File: src/rtl/gray_counter.sv
// Registered up/down Gray counter with load and wrap/saturate. Latency 1 cycle from inputs to all outputs;
// no backpressure: a step is accepted on every clock. A load may change several Gray bits at once.
module gray_counter #(
    parameter int WIDTH = 8,
    parameter bit WRAP  = 1'b1
) (
    input  logic             clk_i,
    input  logic             rst_ni,
    input  logic             en_i,
    input  logic             up_i,
    input  logic             load_i,
    input  logic [WIDTH-1:0] load_gray_i,
    output logic [WIDTH-1:0] gray_o,
    output logic [WIDTH-1:0] binary_o,
    output logic             over_o
);

    localparam logic [WIDTH-1:0] CNT_MAX = {WIDTH{1'b1}};

    logic [WIDTH-1:0] r_cnt;
    logic [WIDTH-1:0] r_gry;
    logic             r_ovr;

    logic [WIDTH-1:0] w_load_bin;
    logic [WIDTH-1:0] w_cnt_nxt;
    logic [WIDTH-1:0] w_gry_nxt;
    logic             w_ovr_nxt;

    // Each binary bit is the XOR of all Gray bits at and above it.
    always_comb begin
        w_load_bin = '0;
        for (int i = 0; i < WIDTH; i++) begin
            w_load_bin[i] = ^(load_gray_i >> i);
        end
    end

    always_comb begin
        w_cnt_nxt = r_cnt;
        w_ovr_nxt = 1'b0;
        if (load_i) begin
            w_cnt_nxt = w_load_bin;
        end else if (en_i && up_i) begin
            if (r_cnt == CNT_MAX) begin
                w_ovr_nxt = 1'b1;
                w_cnt_nxt = WRAP ? '0 : r_cnt;
            end else begin
                w_cnt_nxt = r_cnt + WIDTH'(1);
            end
        end else if (en_i) begin
            if (r_cnt == '0) begin
                w_ovr_nxt = 1'b1;
                w_cnt_nxt = WRAP ? CNT_MAX : r_cnt;
            end else begin
                w_cnt_nxt = r_cnt - WIDTH'(1);
            end
        end
        w_gry_nxt = w_cnt_nxt ^ (w_cnt_nxt >> 1);
    end

    always_ff @(posedge clk_i or negedge rst_ni) begin
        if (!rst_ni) begin
            r_cnt <= '0;
            r_gry <= '0;
            r_ovr <= 1'b0;
        end else begin
            r_cnt <= w_cnt_nxt;
            r_gry <= w_gry_nxt;
            r_ovr <= w_ovr_nxt;
        end
    end

    assign gray_o   = r_gry;
    assign binary_o = r_cnt;
    assign over_o   = r_ovr;

endmodule

File: config.mk
export PLATFORM = sky130hd
export DESIGN_NAME = gray_counter
export DESIGN_NICKNAME = d
export VERILOG_FILES = /design/src/rtl/gray_counter.sv
export SDC_FILE = /design/constraint.sdc
export NUM_CORES = 1
export LEC_CHECK = 0
export ABC_AREA = 1
export CELL_PAD_IN_SITES_DETAIL_PLACEMENT = 1
export CELL_PAD_IN_SITES_GLOBAL_PLACEMENT = 2
export CORE_ASPECT_RATIO = 1.4
export CORE_MARGIN = 1
export CORE_UTILIZATION = 25
export CTS_BUF_LIST = sky130_fd_sc_hd__clkbuf_4 sky130_fd_sc_hd__clkbuf_8
export DETAILED_ROUTE_END_ITERATION = 7
export GPL_ROUTABILITY_DRIVEN = 0
export PLACE_DENSITY_LB_ADDON = 0.1
export SLEW_MARGIN = 20
export SYNTH_ARGS = -nofsm -noshare
export SYNTH_HDL_FRONTEND = slang
export SYNTH_SLANG_ARGS = --single-unit
export TNS_END_PERCENT = 20
File: constraint.sdc
create_clock -name clk_i -period 1.3 [get_ports clk_i]
set_input_delay 0.325 -clock clk_i [delete_from_list [all_inputs] [get_ports clk_i]]
set_output_delay 0.325 -clock clk_i [all_outputs]
set_load 0.02 [all_outputs]
==> flow_summary.ini <==
[clock_network]
path_clk_slew_ps = 60
ctsHoldBuffers = 0
numCtsBuffers = 3
cts_tree = built
root_buffer = clkbuf_8
cts_sinks = 16
cts_buffer_depth = 2
htree_levels = 1
insertion_delay_ps = 250

[critical_path]
r2r-end = gray_o[3]
endpoint_kind = register
critPathArrivalTime_ps = 1710
path_cells = inv_4, ha_4, nand2_2, inv_2, nand2_2, nor2_4, nor2_4, nand2_1, nand2_1, nand2_2, inv_2, nand2_1, nand2_1
cp_common_cell = nand2_1
worst-path-max-fanout = 5
critical_path.max_stage_delay_ps = 440
reg2reg_depth = 13
slowest_stage = dfrtp_2
r2r_slack_ps = -270
regToRegStartpoint = binary_o[1]
crit_type = reg2reg
start_kind = register
required_ps = 1440

[pwr]
internal-power_mw = 1.400
p_comb_frac = 0.525
swShare = 0.4169
p_clk_frac = 0.182
p_seq_frac = 0.293
ir_worst_vdd_uv = 354.5
p_switching_mw = 1.001
leakage_nw = 1.146
p_per_area_nw_per_um2 = 1099

[global_route]
grt_max_degree = 17
grt_pass1_vias = 1691
grt_pass1_wl_um = 7617
gr-total-overflow = 0
track_usage = 0.1623
antenna_found_initial = 0

[detailed_routing]
wl_per_cell_um = 12.31
via_count = 1612
drtIter0Drc = 74
drt-total-wl_um = 4430
drt-pass1-iter-count = 2
vias_per_cell = 4.478
drc_errors = 0
detail-route-antenna-nets = 0

[synth]
yosys-top-cells-count = nand2_1, inv_1, nand3_1
synthXorXnorAreaFrac = 0.06024
synth-edff-count = 0
synth.avg_cell_area_um2 = 6.267
synth_top_area_share = 0.2840
synth-adder-area-share = 0.02582
synth_cells = 232
async_flop_share = 1.000
ys_seq_area_frac = 0.2754
synthMuxAreaShare = 0
synth_cell_types = 25
synth_largest_area_cell = nand2_1
yosys-top-cells-area = nand2_1, dfrtp_1, nand3_1, inv_1, nand2_2
synth.most_common_cell = nand2_1
synthSimpleGateAreaFrac = 0.4931
ys_warn_count = 0
synth_top_family_by_area = simple AND/OR/NAND/NOR gates
synth_compound_area_frac = 0.05077
syn_area_um2 = 1454
syn_nets = 248
ys.flop_type = dfrtp_1
ys_seq_elements = 16

[sta]
fmax_mhz = 637.2
relSlewSlack = 0.8095
finClkSkew_ps = 3.766
rsz0062_at_grt = yes
min_period_ps = 1569
tightest_slew_ps = 284.7
setup_viol = 16
setup_slack_ps = -269.4
fin_crit_sh = 1.207
finalHoldViolations = 0
whs_ps = 396.9
maxSlewViolCount = 0

[floorplanning]
design.core.area_um2 = 5565
rows = 32
dieHeight_um = 92.23
dieArea_um2 = 6129
ios = 30
start_util = 0.2612
die_w_um = 66.45

[min_path]
hold_class = in2async

[run_status]
status = finished with violations
violations = setup timing

[final_layout]
fin_nets = 309
postLayoutCoreUtil = 0.3925
antenna-diode-count = 0
syn_to_final_growth_pct = 50.26
finalInstanceArea_um2 = 2185
drive_gt1_frac = 0.3630

[run]
cap_violations = 0

[placement]
dpl_cell_area_um2 = 2024
numPortBuffers = 29
dpl.hpwl_um = 3725
post-place-ws_ps = -692.7
==> worst max-delay path, delay by kind of cell (launching register included) <==
kind / cells / cell delay (ps)
adders and majority gates: 1 / 130
buffers and inverters: 3 / 190
DFF: 1 / 440
and+or+nand+nor: 9 / 680
==> metrics by stage <==
stage / std cells / power [mW] / setup TNS [ps]
3_5_place_dp: 353 / 1.939 / -10260
4_1_cts: 359 / 2.415 / -2666
2_1_floorplan: 232 / 1.382 / -1634
6_report: 360 / 2.400 / -2625
5_1_grt: 360 / 2.591 / -4366
3_3_place_gp: 353 / 1.937 / -10190
==> how the worst max path moves through the flow <==
stage	cells past startpoint	slack (ps)	startpoint	endpoint
after CTS	13	-260	binary_o[0]	gray_o[2]
after detailed placement	9	-690	en_i	gray_o[5]
after floorplan	12	-190	binary_o[0]	gray_o[3]
after global placement	9	-680	en_i	gray_o[5]
final	13	-270	binary_o[1]	gray_o[3]
after global routing	14	-380	binary_o[1]	gray_o[1]
==> registers in the layout (all words and copies together), names as in the netlist <==
signal / flops
binary_o: 8
over_o: 1
gray_o: 7
==> cell type report <==
type	instances	area, µm²
sequential	16	407.9
clock buffer	4	55.05
inverter	25	105.1
fill	720	3381
tap	68	85.08
timing repair buffer	61	488.0
multi-input combinational	186	1044
==> cells by family after synthesis <==
group           after synthesis
compound gates               11
flops                        16
fa+ha+maj                     3
xor+xnor                     10
simple gates                162
buf+inv                      30
==> power groups by stage <==
stage	Sequential (mW)	Clock (mW)	Combinational [mW]
after CTS	0.709	0.452	1.25
after floorplan	0.799	0	0.583
after global routing	0.721	0.471	1.40
after global placement	0.714	0	1.22
after detailed placement	0.713	0	1.23
final	0.704	0.437	1.26
==> timing repair <==
| action | 4_1_cts | 5_1_grt |
|---|---|---|
| pin swaps | 21 | 10 |
| setup endpoints to repair | 33 | 19 |
| resized for setup | 83 | 11 |
| cloned | 0 | 0 |
| buffers inserted | 2 | 1 |
==> layout by cell type (no fill, tap or decap), types with 2 or more instances in the layout <==
master | synthesis | routed
a21oi_1 | 2 | 2
buf_2 | 1 | 6
buf_4 | 2 | 32
buf_6 | 2 | 2
clkbuf_8 | 0 | 4
clkdlybuf4s50_1 | 0 | 6
dfrtp_1 | 16 | 10
dfrtp_2 | 0 | 6
dlygate4sd2_1 | 0 | 12
dlymetal6s2s_1 | 0 | 2
ha_4 | 0 | 2
inv_1 | 21 | 14
inv_2 | 2 | 7
inv_4 | 0 | 2
nand2_1 | 110 | 93
nand2_2 | 9 | 24
nand2_4 | 0 | 2
nand3_1 | 21 | 18
nand3_2 | 2 | 4
nand4_1 | 4 | 4
nor2_1 | 9 | 9
nor2_4 | 4 | 6
o21ai_0 | 4 | 3
xnor2_1 | 4 | 4
xor2_1 | 6 | 6
==> layer usage <==
metal,part of all wire,wire length (µm),vias to the layer above,GRT usage
li1,-,-,831,-
met1,0.41,1809,755,0.1758
met2,0.56,2467,19,0.3095
met3,0.011,48,7,0.009950
met4,0.023,104,0,0.07092
met5,0,0,-,0
(Power assumes the default switching activity.)
